File: config.mk
export PLATFORM = sky130hd
export DESIGN_NAME = led_pattern_sequencer
export DESIGN_NICKNAME = d
export VERILOG_FILES = /design/src/rtl/led_pattern_sequencer.sv
export SDC_FILE = /design/constraint.sdc
export NUM_CORES = 1
export LEC_CHECK = 0
export ABC_AREA = 1
export ABC_CLOCK_PERIOD_IN_PS = 7650
export CORE_UTILIZATION = 40
export DETAILED_ROUTE_END_ITERATION = 6
export GPL_TIMING_DRIVEN = 0
export PLACE_DENSITY_LB_ADDON = 0.2
export SLEW_MARGIN = 0
export SYNTH_ARGS = -nofsm -noshare
export SYNTH_HDL_FRONTEND = slang
export SYNTH_SLANG_ARGS = --single-unit
File: constraint.sdc
create_clock -name clock -period 7.65 [get_ports clock]
set_clock_uncertainty 0.05 [all_clocks]
set_input_delay 1.53 -clock clock [delete_from_list [all_inputs] [get_ports clock]]
set_output_delay 1.53 -clock clock [all_outputs]
set_load 0.02 [all_outputs]
File: src/rtl/led_pattern_sequencer.sv
// LED pattern sequencer: walks an spram address window, latching one pattern word per step onto led.
// Optional build macro LED_SEQ_ONESHOT_EN plays a single lap and then parks in DONE.
module led_pattern_sequencer #(
  parameter int addrbits  = 9,
  parameter int databits  = 8,
  parameter int dwellbits = 24
) (
  input  logic                 clock,
  input  logic                 reset_n,
  input  logic                 enable,
  input  logic [addrbits-1:0]  start_addr,
  input  logic [addrbits-1:0]  end_addr,
  input  logic [dwellbits-1:0] dwell,
  output logic [addrbits-1:0]  mem_address,
  output logic                 mem_wren,
  input  logic [databits-1:0]  mem_q,
  output logic [databits-1:0]  led,
  output logic                 busy,
  output logic                 wrap,
  output logic                 done
);

  localparam logic [2:0] IDLE  = 3'd0;
  localparam logic [2:0] READ  = 3'd1;
  localparam logic [2:0] LATCH = 3'd2;
  localparam logic [2:0] HOLD  = 3'd3;
  localparam logic [2:0] DONE  = 3'd4;

  logic [2:0]           state;
  logic [addrbits-1:0]  addr;
  logic [addrbits-1:0]  start_r;
  logic [addrbits-1:0]  end_r;
  logic [dwellbits-1:0] dwell_r;
  logic [dwellbits-1:0] count;
  logic                 step_end;
  logic                 at_end;

  // A zero dwell still holds the pattern for one cycle.
  function automatic logic [dwellbits-1:0] dwell_load(input logic [dwellbits-1:0] d);
    return (d == '0) ? '0 : d - dwellbits'(1);
  endfunction

  function automatic logic [addrbits-1:0] next_addr(input logic [addrbits-1:0] a);
    return a + addrbits'(1);
  endfunction

  assign step_end    = (state == HOLD) && (count == '0);
  assign at_end      = (addr == end_r);
  assign mem_address = addr;
  assign mem_wren    = (state != READ);
  assign busy        = (state != IDLE) && (state != DONE);

`ifdef LED_SEQ_ONESHOT_EN
  assign wrap = 1'b0;
  assign done = (state == DONE);
`else
  assign wrap = step_end && at_end;
  assign done = 1'b0;
`endif

  // Window bounds and dwell are captured on leaving IDLE and are not reset.
  always_ff @(posedge clock) begin
    if (!reset_n) begin
      state <= IDLE;
      addr  <= '0;
      count <= '0;
      led   <= '0;
    end else if (!enable) begin
      state <= IDLE;
    end else begin
      case (state)
        IDLE: begin
          start_r <= start_addr;
          end_r   <= end_addr;
          dwell_r <= dwell;
          addr    <= start_addr;
          state   <= READ;
        end
        READ: begin
          state <= LATCH;
        end
        LATCH: begin
          led   <= mem_q;
          count <= dwell_load(dwell_r);
          state <= HOLD;
        end
        HOLD: begin
          if (!step_end) begin
            count <= count - dwellbits'(1);
          end else if (at_end) begin
`ifdef LED_SEQ_ONESHOT_EN
            state <= DONE;
`else
            addr  <= start_r;
            state <= READ;
`endif
          end else begin
            addr  <= next_addr(addr);
            state <= READ;
          end
        end
`ifdef LED_SEQ_ONESHOT_EN
        DONE: begin
          state <= DONE;
        end
`endif
        default: begin
          state <= IDLE;
        end
      endcase
    end
  end

endmodule

# --- Word level (Yosys, flattened, before mapping) ---
# Cells that the tools add are included.
classes:
  addsub: 3
  eq_ne: 8
  muxes: 8
  reduce_logical: 14
ops:
  columns: ["operator", "count"]
  rows:
  - ["24-bit logical NOT", 2]
  - ["24-bit two-way mux", 2]
  - ["24-bit case mux with 2 select lines", 1]
  - ["24-bit by 1-bit subtractor with 24-bit output, second input constant", 2]
  - ["9-bit two-way mux", 2]
  - ["9-bit case mux with 2 select lines", 1]
  - ["3-bit case mux with 4 select lines", 1]
  - ["9-bit by 1-bit adder with 9-bit output, second input constant", 1]
  - ["9-bit equality test", 1]
  - ["3-bit AND reduction", 3]
  - ["3-bit by 2-bit equality test with 1-bit output, second input constant", 2]
  - ["2-bit inequality test, second input constant", 2]
  - ["2-bit AND reduction", 2]
  - ["2-bit nonzero test", 2]
  - ["3-bit by 1-bit equality test with 1-bit output, second input constant", 1]
  - ["1-bit logical AND", 3]
  - ["3-bit logical NOT", 1]
  - ["3-bit two-way mux", 1]
  - ["3-bit by 1-bit inequality test with 1-bit output, second input constant", 1]
  - ["3-bit inequality test, second input constant", 1]
  - ["3-bit nonzero test", 1]
totals:
  reg_bits: 86
  input_bits: 53
  word_cells: 40

# --- Depth between registers and ports, before layout ---
depth:
  depth_word: 4
  mapped_depth: 11

# --- Worst setup path before layout ---
# OpenSTA, ideal clock, no wires.
synth_timing:
  kind: "input port to flip-flop"
  from: "input port reset_n"
  to: "register dwell_r[0], enable pin"
  setup_ns: 0.441
  t_arrival_ns: 3.374
  slack_ns: 3.785
  cell_stages: 2
  cell_sequence: "nand2_1 nor2_1"
synth_between:
  elab_chain_cells: 1
synth_lines:
  columns: ["element", "line", "text"]
  rows:
  - ["start: declaration", "9", "input logic reset_n,"]
  - ["3-bit AND reduction (no source line)", null, null]
  - ["end signal: assignment", "75", "dwell_r <= dwell;"]
  - ["end: declaration", "33", "logic [dwellbits-1:0] dwell_r;"]
# Every way passes these cells.
# A chain may end at the register's enable or synchronous reset.

# --- Worst setup path after layout ---
layout_timing:
  from: "register end_r[3]"
  to: "output port wrap"
layout_between:
  elab_chain_cells: 2
layout_lines:
  columns: ["element", "line", "text"]
  rows:
  - ["start: declaration", "32", "logic [addrbits-1:0] end_r;"]
  - ["start signal: assignment", "74", "end_r <= end_addr;"]
  - ["9-bit equality test", "48", "assign at_end = (addr == end_r);"]
  - ["1-bit logical AND", "57", "assign wrap = step_end && at_end;"]
  - ["end: declaration", "19", "output logic wrap,"]
# Every way passes these cells.

==> summary.md <==
| Metric | Value |
|---|---|
| Unrepaired setup endpoints after global routing | `false` |
| Netlist Area Pre-Place | `about 5100 um2` |
| Leak pwr | `roughly 2.7 nW` |
| Fmax | `241 MHz` |
| Share of the synthesized area in the top cell type | `approximately a quarter` |
| Via density | `4.90` |
| Slew Limit Fails | `0` |
| Post-synth top area cell | `edfxtp_1` |
| Syn-to-layout area delta | `24.5%` |
| Setup Slack @ Placement | `around 3.9 ns` |
| Synth top area cells | `edfxtp_1 25%, dfxtp_1 17%, nor2_1 12%` |
| Initial DRC count | `about 270` |
| Antenna violations before repair | `0` |
| Final Hold Viols | `0` |
| Most frequent cells in the layout | `160 x nor2_1, 136 x nand2_1, 81 x inv_1` |
| Post_cts resized | `0` |
| CP required | `6.07 ns` |
| Setup TNS | `0 ns` |
| FF-to-FF End | `count[12]$_SDFFE_PN0P_` |
| Power, Total | `roughly 1.2 mW` |
| Drt drc | `0` |
| R2R depth | `9` |
| Post-CTS Setup Inserts | `0` |
| Ports | `74` |
| Ys Warns | `0` |
| Chip Height | `between 100 and 150 um` |
| Crit. Startpoint | `end_r[3]$_DFFE_PP_` |
| Final net count | `between 800 and 900` |
| Die area | `approximately 13000 um2` |
| Num CTS Buffers | `9` |
| Mapped Nets | `roughly 760` |
| Vias in the first global route | `4510` |
| Largest net degree at the start of global routing | `38` |
| VDD IR max | `around 110 uV` |
| CTS root buffer | `clkbuf_16` |
| Met3 GRT Util | `2.65%` |
| Flops & latches, synth | `between 80 and 90` |
| Crit start category | `flip-flop` |
| Met1 GRT Util | `about 28%` |
| Sequential share of the synthesized area | `a little over two fifths` |
| Top Usage Layer GRT | `met2` |
| CP Capture Point | `wrap` |
| Worst slew pin tran | `between 0.6 and 0.7 ns` |
| CTS tree | `done` |
| Util after Layout | `between 50% and 60%` |
| Share of cells above drive strength 1 | `under 10%` |
| Met2 usage | `34.4%` |
| GRT Util Overall | `about a fifth` |
| Clk sinks | `85` |
| Die W | `115 um` |
| Max Buffers Root-to-Sink | `2` |
| Hold Crit Class | `reg2reg` |
| Core box area | `between 10000 and 15000 um2` |
| FF-to-FF Start | `count[0]$_SDFFE_PN0P_` |
| Initial Utilization | `roughly two fifths` |
| GRT overflow | `0` |
| Gate Count Post-Synth | `between 600 and 700` |
| Setup crit end kind | `output pin` |
| Status | `finished, final reports clean` |
| First-pass GRT wire length | `about 21 mm` |
| H-tree Lvls | `3` |
| Most common cell after layout, fill and taps aside | `nor2_1` |
| Worst skew pair latency | `around 0.34 ns` |
| Crit path DAT | `2.56 ns` |
| Yosys cell types | `35` |
| Final worst slack | `3.51 ns` |
| Routed Antenna Nets | `0` |
| Antenna diodes | `0` |
| Max cap viols | `0` |
| DR vias | `~4.7k` |
| Setup violators final | `0` |
| Site row count | `40` |
| RePlAce Congestion | `~0.86` |
| First-pass DRT Iterations | `5` |
| Crit path kind | `reg2out` |
| Power per Cell Area | `about 180 nW/um2` |
| Hpwl dp | `roughly 9.8 mm` |
| Hold buffer count at cts | `0` |
| FF-to-FF setup slack | `5.64 ns` |
| Post-route clock period utilization | `around 54%` |
| Wire per inst | `roughly 13 um` |
| Total Wirelength | `about 13 mm` |
| Crit Path Max Fanout | `10` |
| Port bufs | `72` |
| Worst-path clk slew | `~0.06 ns` |
| Slew headroom | `between 50% and 60%` |
| Min Tclk post-route | `a little over 4 ns` |
| Syn_area_per_cell | `7.25 um2` |
## stage by stage
step	area, um2	instances	hold WS, ns
final	6310	956	0.443
after global routing	6310	956	0.467
after global placement	6000	939	0.419
after floorplan	5070	699	0.412
after CTS	6310	956	0.446
after detailed placement	6030	940	0.430
## Yosys cell counts
cell type / count
nand4_1: 14
dfxtp_1: 43
xor2_1: 13
inv_1: 81
nand3b_1: 2
o21bai_1: 1
nor3_1: 1
nor2_8: 1
nand2_2: 10
a21oi_1: 17
buf_1: 1
edfxtp_1: 42
nand2_4: 4
o21ai_1: 21
conb_1: 1
a21o_1: 2
nand3_1: 68
a211oi_1: 1
nor2_2: 9
nor2_4: 3
o21ai_0: 22
inv_4: 1
nand3_4: 1
o21a_1: 1
clkbuf_1: 5
buf_4: 3
o22ai_1: 1
a21oi_2: 1
xnor2_1: 15
ha_1: 9
buf_6: 4
nor2_1: 161
nand4_4: 1
buf_2: 3
nand2_1: 136
## flip-flops by register name, indices dropped and copies added, names as in the netlist
name and count:
count 24, dwell_r 24, end_r 9, mem_address 9
start_r 9, led 8, state 2
## per-layer routing
layer,wire (um),part of all wire (%)
met4,210,1.6
met5,0,0
met1,5730,45
met3,750,5.8
met2,6170,48
## report_power, final
| part | total [mW] | internal (mW) | switching (mW) |
|---|---|---|---|
| Clock | 0.427 | 0.252 | 0.175 |
| Sequential | 0.519 | 0.500 | 0.0192 |
| Combinational | 0.213 | 0.0908 | 0.122 |
| Total | 1.16 | 0.843 | 0.316 |
## how the worst min path moves through the flow
stage                          startpoint                    end  slack, ns  cells after the start
global placement      led[7]$_SDFFE_PN0P_    led[7]$_SDFFE_PN0P_       0.42                      2
CTS                   led[7]$_SDFFE_PN0P_    led[7]$_SDFFE_PN0P_       0.45                      2
floorplan           count[0]$_SDFFE_PN0P_  count[0]$_SDFFE_PN0P_       0.41                      2
detailed placement    led[7]$_SDFFE_PN0P_    led[7]$_SDFFE_PN0P_       0.43                      2
finish                led[7]$_SDFFE_PN0P_    led[7]$_SDFFE_PN0P_       0.44                      2
global route          led[5]$_SDFFE_PN0P_    led[5]$_SDFFE_PN0P_       0.47                      2
## worst max-delay path, stage by stage, from the launching register on
cell and delay [ns]:
edfxtp_1 0.42, xnor2_1 0.19, nand3_1 0.11, nor2_2 0.40, nand2_2 0.26, nor2_1 0.21
clkdlybuf4s50_1 0.63
## logic make-up (layout without fill, tap and decap cells)
family / count (synthesis) / count (layout) / share of synthesized area [%]
compound gates: 67 / 67 / 6.96
other cells: 1 / 1 / 0.0739
flops: 85 / 85 / 41.8
buf+inv: 98 / 187 / 8.19
simple gates: 411 / 411 / 35.9
xor+xnor: 28 / 28 / 4.84
fa+ha+maj: 9 / 9 / 2.22
## cell type report
| class | count | area (um2) |
|---|---|---|
| sequential | 85 | 2120 |
| timing repair buffer | 73 | 741 |
| buffer | 16 | 105 |
| multi-input combinational | 516 | 2540 |
| tap | 168 | 210 |
| inverter | 82 | 310 |
| clock buffer | 12 | 236 |
| clock inverter | 4 | 48.8 |
| fill | 1154 | 5850 |
Power figures use the tool's default switching activity.
